===== src/rtl/airlock_pkg.sv =====
// Shared types, state encodings and default timing for the two-door airlock controller.
package airlock_pkg;

    localparam logic [2:0] ENC_PRESS      = 3'd0;
    localparam logic [2:0] ENC_INNER_OPEN = 3'd1;
    localparam logic [2:0] ENC_PUMP_DN    = 3'd2;
    localparam logic [2:0] ENC_VAC        = 3'd3;
    localparam logic [2:0] ENC_OUTER_OPEN = 3'd4;
    localparam logic [2:0] ENC_PUMP_UP    = 3'd5;

    typedef enum logic [2:0] {
        ST_PRESS      = ENC_PRESS,
        ST_INNER_OPEN = ENC_INNER_OPEN,
        ST_PUMP_DN    = ENC_PUMP_DN,
        ST_VAC        = ENC_VAC,
        ST_OUTER_OPEN = ENC_OUTER_OPEN,
        ST_PUMP_UP    = ENC_PUMP_UP
    } airlock_state_t;

    localparam int PUMP_CYCLES_DEF      = 8;
    localparam int AUTOCLOSE_CYCLES_DEF = 16;
    localparam int CNT_W_DEF            = 5;

    function automatic int max_int(input int a, input int b);
        return (a > b) ? a : b;
    endfunction

endpackage


===== src/rtl/airlock_if.sv =====
// Request pulses from the user-input stage and door/pump status back to the board.
interface airlock_if;
    logic inner_req;
    logic outer_req;
    logic evac_req;
    logic press_req;
    logic inner_open;
    logic outer_open;
    logic pumping;
    logic pressurized;
    logic reject;

    modport master (
        output inner_req, outer_req, evac_req, press_req,
        input  inner_open, outer_open, pumping, pressurized, reject
    );

    modport slave (
        input  inner_req, outer_req, evac_req, press_req,
        output inner_open, outer_open, pumping, pressurized, reject
    );
endinterface


===== src/rtl/airlock_timer.sv =====
// Loadable down-counter: load wins over en, count saturates at zero.
module airlock_timer #(
    parameter int CNT_W = 5
) (
    input  logic             clk,
    input  logic             rst_n,
    input  logic             load,
    input  logic [CNT_W-1:0] load_val,
    input  logic             en,
    output logic [CNT_W-1:0] cnt,
    output logic             zero
);

    logic [CNT_W-1:0] cnt_q;
    logic [CNT_W-1:0] cnt_d;

    always_comb begin
        cnt_d = cnt_q;
        if (load) begin
            cnt_d = load_val;
        end else if (en && (cnt_q != '0)) begin
            cnt_d = cnt_q - 1'b1;
        end
    end

    always_ff @(posedge clk or negedge rst_n) begin
        if (!rst_n) begin
            cnt_q <= '0;
        end else begin
            cnt_q <= cnt_d;
        end
    end

    assign cnt  = cnt_q;
    assign zero = (cnt_q == '0);

endmodule


===== src/rtl/airlock_controller.sv =====
// Two-door airlock sequencer with interlocks and registered outputs.
// Optional door auto-close is enabled by defining AIRLOCK_AUTOCLOSE_EN.
module airlock_controller
    import airlock_pkg::*;
#(
    parameter int PUMP_CYCLES      = PUMP_CYCLES_DEF,
    parameter int AUTOCLOSE_CYCLES = AUTOCLOSE_CYCLES_DEF,
    parameter int CNT_W            = CNT_W_DEF
) (
    input  logic     clk,
    input  logic     rst_n,
    airlock_if.slave bus
);

    localparam logic [CNT_W-1:0] PUMP_LOAD = CNT_W'(PUMP_CYCLES - 1);
    localparam int               TMR_MAX   = max_int(PUMP_CYCLES, AUTOCLOSE_CYCLES);
`ifdef AIRLOCK_AUTOCLOSE_EN
    localparam logic [CNT_W-1:0] CLOSE_LOAD = CNT_W'(AUTOCLOSE_CYCLES - 1);
`endif

    airlock_state_t state_q, state_d;
    logic inner_open_q, inner_open_d;
    logic outer_open_q, outer_open_d;
    logic pumping_q, pumping_d;
    logic pressurized_q, pressurized_d;
    logic reject_q, reject_d;

    logic [3:0]       req_vec;
    logic [3:0]       acc_vec;
    logic             tmr_load;
    logic             tmr_en;
    logic [CNT_W-1:0] tmr_load_val;
    logic [CNT_W-1:0] tmr_cnt;
    logic             tmr_zero;

    // Bit order {press, evac, outer, inner}; acc_vec marks the single accepted pulse.
    assign req_vec = {bus.press_req, bus.evac_req, bus.outer_req, bus.inner_req};

    airlock_timer #(.CNT_W(CNT_W)) u_timer (
        .clk      (clk),
        .rst_n    (rst_n),
        .load     (tmr_load),
        .load_val (tmr_load_val),
        .en       (tmr_en),
        .cnt      (tmr_cnt),
        .zero     (tmr_zero)
    );

    always_comb begin
        state_d      = state_q;
        acc_vec      = '0;
        tmr_load     = 1'b0;
        tmr_load_val = PUMP_LOAD;
        tmr_en       = 1'b0;
        unique case (state_q)
            ST_PRESS: begin
                if (bus.evac_req) begin
                    state_d  = ST_PUMP_DN;
                    acc_vec  = 4'b0100;
                    tmr_load = 1'b1;
                end else if (bus.inner_req) begin
                    state_d = ST_INNER_OPEN;
                    acc_vec = 4'b0001;
`ifdef AIRLOCK_AUTOCLOSE_EN
                    tmr_load     = 1'b1;
                    tmr_load_val = CLOSE_LOAD;
`endif
                end
            end
            ST_INNER_OPEN: begin
                if (bus.inner_req) begin
                    state_d = ST_PRESS;
                    acc_vec = 4'b0001;
                end
`ifdef AIRLOCK_AUTOCLOSE_EN
                else if (tmr_zero) begin
                    state_d = ST_PRESS;
                end else begin
                    tmr_en = 1'b1;
                    if (|req_vec) begin
                        tmr_load     = 1'b1;
                        tmr_load_val = CLOSE_LOAD;
                    end
                end
`endif
            end
            ST_PUMP_DN: begin
                tmr_en = 1'b1;
                if (tmr_zero) begin
                    state_d = ST_VAC;
                end
            end
            ST_VAC: begin
                if (bus.press_req) begin
                    state_d  = ST_PUMP_UP;
                    acc_vec  = 4'b1000;
                    tmr_load = 1'b1;
                end else if (bus.outer_req) begin
                    state_d = ST_OUTER_OPEN;
                    acc_vec = 4'b0010;
`ifdef AIRLOCK_AUTOCLOSE_EN
                    tmr_load     = 1'b1;
                    tmr_load_val = CLOSE_LOAD;
`endif
                end
            end
            ST_OUTER_OPEN: begin
                if (bus.outer_req) begin
                    state_d = ST_VAC;
                    acc_vec = 4'b0010;
                end
`ifdef AIRLOCK_AUTOCLOSE_EN
                else if (tmr_zero) begin
                    state_d = ST_VAC;
                end else begin
                    tmr_en = 1'b1;
                    if (|req_vec) begin
                        tmr_load     = 1'b1;
                        tmr_load_val = CLOSE_LOAD;
                    end
                end
`endif
            end
            ST_PUMP_UP: begin
                tmr_en = 1'b1;
                if (tmr_zero) begin
                    state_d = ST_PRESS;
                end
            end
            default: state_d = ST_PRESS;
        endcase

        // Outputs are decoded from the next state so they land on the same edge as it.
        inner_open_d  = (state_d == ST_INNER_OPEN);
        outer_open_d  = (state_d == ST_OUTER_OPEN);
        pumping_d     = (state_d == ST_PUMP_DN) || (state_d == ST_PUMP_UP);
        pressurized_d = (state_d == ST_PRESS) || (state_d == ST_INNER_OPEN) ||
                        (state_d == ST_PUMP_DN);
        reject_d      = |(req_vec & ~acc_vec);
    end

    always_ff @(posedge clk or negedge rst_n) begin
        if (!rst_n) begin
            state_q       <= ST_PRESS;
            inner_open_q  <= 1'b0;
            outer_open_q  <= 1'b0;
            pumping_q     <= 1'b0;
            pressurized_q <= 1'b1;
            reject_q      <= 1'b0;
        end else begin
            state_q       <= state_d;
            inner_open_q  <= inner_open_d;
            outer_open_q  <= outer_open_d;
            pumping_q     <= pumping_d;
            pressurized_q <= pressurized_d;
            reject_q      <= reject_d;
        end
    end

    assign bus.inner_open  = inner_open_q;
    assign bus.outer_open  = outer_open_q;
    assign bus.pumping     = pumping_q;
    assign bus.pressurized = pressurized_q;
    assign bus.reject      = reject_q;

    a_doors_exclusive: assert property (@(posedge clk) disable iff (!rst_n)
        !(inner_open_q && outer_open_q));
    a_pump_doors_shut: assert property (@(posedge clk) disable iff (!rst_n)
        pumping_q |-> (!inner_open_q && !outer_open_q));
    a_timer_range: assert property (@(posedge clk) disable iff (!rst_n)
        int'(tmr_cnt) <= TMR_MAX - 1);

endmodule


===== src/flat_wrapper.sv =====
// flat-port wrapper written by rule: the top's interface ports become plain ports
module airlock_controller_flat import airlock_pkg::*;
#(
    parameter int PUMP_CYCLES      = PUMP_CYCLES_DEF,
    parameter int AUTOCLOSE_CYCLES = AUTOCLOSE_CYCLES_DEF,
    parameter int CNT_W            = CNT_W_DEF
)
  (clk, rst_n, bus_inner_req, bus_outer_req, bus_evac_req, bus_press_req, bus_inner_open, bus_outer_open, bus_pumping, bus_pressurized, bus_reject);
  airlock_if bus_i ();
  input  logic clk;
  input  logic rst_n;
  input wire logic [$bits(bus_i.inner_req)-1:0] bus_inner_req;
  input wire logic [$bits(bus_i.outer_req)-1:0] bus_outer_req;
  input wire logic [$bits(bus_i.evac_req)-1:0] bus_evac_req;
  input wire logic [$bits(bus_i.press_req)-1:0] bus_press_req;
  output wire logic [$bits(bus_i.inner_open)-1:0] bus_inner_open;
  output wire logic [$bits(bus_i.outer_open)-1:0] bus_outer_open;
  output wire logic [$bits(bus_i.pumping)-1:0] bus_pumping;
  output wire logic [$bits(bus_i.pressurized)-1:0] bus_pressurized;
  output wire logic [$bits(bus_i.reject)-1:0] bus_reject;
  assign bus_i.inner_req = bus_inner_req;
  assign bus_i.outer_req = bus_outer_req;
  assign bus_i.evac_req = bus_evac_req;
  assign bus_i.press_req = bus_press_req;
  assign bus_inner_open = bus_i.inner_open;
  assign bus_outer_open = bus_i.outer_open;
  assign bus_pumping = bus_i.pumping;
  assign bus_pressurized = bus_i.pressurized;
  assign bus_reject = bus_i.reject;
  airlock_controller #(.PUMP_CYCLES(PUMP_CYCLES), .AUTOCLOSE_CYCLES(AUTOCLOSE_CYCLES), .CNT_W(CNT_W)) u_core (.clk(clk), .rst_n(rst_n), .bus(bus_i));
endmodule

===== config.mk =====
export PLATFORM = sky130hd
export DESIGN_NAME = airlock_controller_flat
export DESIGN_NICKNAME = d
export VERILOG_FILES = /design/src/rtl/airlock_pkg.sv /design/src/rtl/airlock_if.sv /design/src/rtl/airlock_timer.sv /design/src/rtl/airlock_controller.sv /design/src/flat_wrapper.sv
export SDC_FILE = /design/constraint.sdc
export NUM_CORES = 1
export LEC_CHECK = 0
export ABC_AREA = 0
export BUFFER_PORTS_ARGS = -buffer_cell sky130_fd_sc_hd__buf_2
export CAP_MARGIN = 0
export CORE_MARGIN = 1.5
export CORE_UTILIZATION = 55
export CTS_BUF_LIST = sky130_fd_sc_hd__clkbuf_4
export DETAILED_ROUTE_END_ITERATION = 10
export PLACE_DENSITY = 0.77
export SYNTH_ARGS = -nofsm -noshare
export SYNTH_HDL_FRONTEND = slang
export SYNTH_SLANG_ARGS = --single-unit

===== constraint.sdc =====
create_clock -name clk -period 4.67 [get_ports clk]
set_input_delay 0.2335 -clock clk [delete_from_list [all_inputs] [get_ports clk]]
set_output_delay 0.2335 -clock clk [all_outputs]
set_load 0.02 [all_outputs]

==> flow_summary_export.csv <==
group,metric,value,unit
clock_tree,clk_pin_slew,80,ps
detailed_routing,ant_nets,0,
detailed_routing,drt-initial-drc-count,9,
pwr,vdd_drop_max,0.351,mV
timing,grt_setup_unrepaired,"false",
setup_path,critPathMaxFanout,4,
setup_path,crit_end,"u_core.bus.pumping",
clock_tree,cts.sinks,13,
placed_design,gp_congestion,0.813,
setup_path,path_buf_inv,1,
clock_tree,cts_buffers,3,
setup_path,required,4820,ps
setup_path,setup.worst_path.class,"register to register",
yosys,synth_common_cells,"12 x dfrtp_1, 6 x nand2_1",
detailed_routing,wl,1220,um
yosys,ys.flop_type,"dfrtp_1",
hold_path,hp-class,"primary input to register",
clock_tree,tritoncts,"built",
layout,fillers,99,
setup_path,crit_family,"simple AND/OR/NAND/NOR gates",
floorplanning,initial_utilization,0.621,
timing,finalSetupViolCount,0,
setup_path,critPathCaptureType,"register",
floorplanning,rows,12,
yosys,yosys_register_bits,13,
grt,grt_overflow,0,
pwr,p_per_area,588,nW/um^2
timing,skew,6.66,ps
setup_path,crit_path_top_delay_cell,"or4b_4",
timing,fmaxAchievable,550,MHz
layout,multiInputGateArea,378,um^2
yosys,syn-num-nets,79,
setup_path,worstPathArrival,1970,ps
yosys,yosysMostFrequentCell,"dfrtp_1",
floorplanning,die_height,39.4,um
floorplanning,ioPinCount,11,
grt,antenna_found_initial,0,
placed_design,io_buffers,10,
floorplanning,die-area,1550,um^2
yosys,synth.area.top_cells,"dfrtp_1 41%, mux2i_1 5.5%, dfstp_2 3.6%",
setup_path,critPathMaxStageDelay,490,ps
timing,finalCritPeriodShare,0.389,
layout,fin_nets,94,
detailed_routing,vias,550,
layout,regArea,327,um^2
yosys,synthesis.instances,71,
clock_tree,cts_htree_levels,1,
timing,layout_min_cycle_time,1820,ps
yosys,syn_area,727,um^2
yosys,synth_edf_count,0,
layout,post_route_cells_drive_above_1_share,0.282,
yosys,yosys.area.top_type,"dfrtp_1",
floorplanning,core,1170,um^2
setup_path,crit_start,"u_core.u_timer.cnt[0]",
run_status,status,"complete, no violations",
clock_tree,cts_root_buffer,"clkbuf_4",
clock_tree,clk_latency,280,ps
timing,tightest_slew,385,ps
timing,finalHoldViolCount,0,
detailed_routing,vias_per_cell,5.56,
setup_path,reg2regPathDepth,6,
detailed_routing,drc,0,
yosys,yosysWarnings,0,
setup_path,crit_chain,"inv_1 -> ha_1 -> or4b_4 -> a22o_1 -> a21oi_2 -> mux2i_1",
clock_tree,post-cts-setup-buffers,0,
grt,grt_use_total,0.213,
hold_path,worstHoldStart,"bus_inner_req",
setup_path,timing.rr.end,"u_core.bus.pumping",
layout,antennaDiodeCount,0,
setup_path,path_depth,6,
layout,area_growth_syn_to_layout,14.3,%
grt,grt_max_degree,15,
yosys,synth_async_sr_flop_share,1.00,
timing,fin_setup_tns,0,ps
placed_design,hpwlAfterDp,945,um
timing,maxSlewHeadroom,0.740,
grt,grt_pass1_wl,2140,um
grt,grt_pass1_vias,498,
detailed_routing,firstDrtPassIters,4,
pwr,fin_total_pwr,0.489,mW
setup_path,rr_startpoint,"u_core.u_timer.cnt[0]",
pwr,power_leakage,0.390,nW
setup_path,r2r_slack,2850,ps
detailed_routing,avgRoutedWirePerCell,12.4,um
yosys,synth_top_area_share,0.413,
floorplanning,die_x,39.4,um
flow_run,max_cap_violations,0,
yosys,synthDistinctLibCells,33,
clock_tree,cts_buffer_depth,2,
yosys,syn_avg_cell_area,10.2,um^2
timing,drv_slew,0,
setup_path,crit_path_start_kind,"register",
yosys,ys_seq_area_frac,0.449,
==> power breakdown <==
| part | switching [mW] | total [mW] | internal (mW) |
|---|---|---|---|
| Combinational | 0.119 | 0.215 | 0.0955 |
| Sequential | 0.0412 | 0.199 | 0.158 |
| Clock | 0.0354 | 0.0743 | 0.0389 |
==> cell usage in the layout, fill, tap and decap left out, types with 2 or more instances in the layout <==
cell type / netlist / final
nor2b_1: 4 / 4
nand2_1: 6 / 6
nand3_1: 2 / 2
o21ai_2: 2 / 2
or3b_1: 2 / 2
a21oi_2: 2 / 2
ha_1: 2 / 2
mux2i_1: 4 / 4
o211ai_1: 2 / 2
nand3b_1: 2 / 2
dfrtp_1: 12 / 12
o21ai_0: 2 / 2
o21ai_1: 2 / 2
inv_1: 4 / 4
clkbuf_4: 0 / 4
buf_2: 0 / 10
a21oi_1: 4 / 4
nor2_1: 2 / 2
==> cells by family (layout without fill, tap and decap cells) <==
logic type	count (synthesis)	count (layout)	share of synthesized area
simple gates	27	27	0.250
compound gates	17	17	0.157
flops	13	13	0.449
buf+inv	6	20	0.0310
mux	4	4	0.0551
fa+ha+maj	2	2	0.0344
xor+xnor	2	2	0.0241
==> through the flow <==
step / hold slack, ps / util / area [um^2] / cells / setup slack [ps]
final: 261 / 0.709 / 831 / 99 / 2850
after global routing: 284 / 0.709 / 831 / 99 / 2760
after detailed placement: 129 / 0.675 / 791 / 94 / 2850
after CTS: 253 / 0.709 / 831 / 99 / 2840
after floorplan: -62.1 / - / 727 / 71 / 2970
after global placement: 124 / 0.675 / 791 / 94 / 2880
==> registers in the layout, indices dropped and copies added, names as in the netlist <==
| register | cells |
|---|---|
| u_core.bus.inner_open | 1 |
| u_core.bus.outer_open | 1 |
| u_core.bus.pressurized | 1 |
| u_core.bus.pumping | 1 |
| u_core.bus.reject | 1 |
| u_core.state_q | 3 |
| u_core.u_timer.cnt | 5 |
==> area by class of cell <==
type                       count  area share
clock buffer                   4      0.0361
inverter                       5      0.0226
multi-input combinational     52       0.455
sequential                    13       0.393
tap                           14      0.0211
timing repair buffer          11      0.0723
==> layer usage <==
metal | up-vias | part of all wire | global-route usage
li1 | 283 | - | -
met1 | 255 | 0.47 | 0.268
met2 | 10 | 0.48 | 0.338
met3 | 2 | 0.049 | 0.0682
met4 | 0 | 0.0033 | 0.0776
met5 | - | 0 | 0
==> worst reg2reg max path, cell delays in order (launching register included) <==
cell     delay, ps
dfrtp_1        380
inv_1          110
ha_1           140
or4b_4         490
a22o_1         270
a21oi_2        200
mux2i_1        100
==> worst min-delay path by stage <==
stage,end,slack [ps],cells after the start
6_report,u_core.bus.reject,260,3
5_1_grt,u_core.bus.reject,280,3
4_1_cts,u_core.bus.reject,250,3
3_5_place_dp,u_core.bus.inner_open,130,1
3_3_place_gp,u_core.bus.inner_open,120,1
2_1_floorplan,u_core.bus.inner_open,-60,0
==> what timing repair did <==
item                                   in CTS  in global routing
hold buffers                                1                  0
endpoints found under the hold margin      12                  0
gates resized for setup                     0                  0
(Power assumes the default switching activity.)
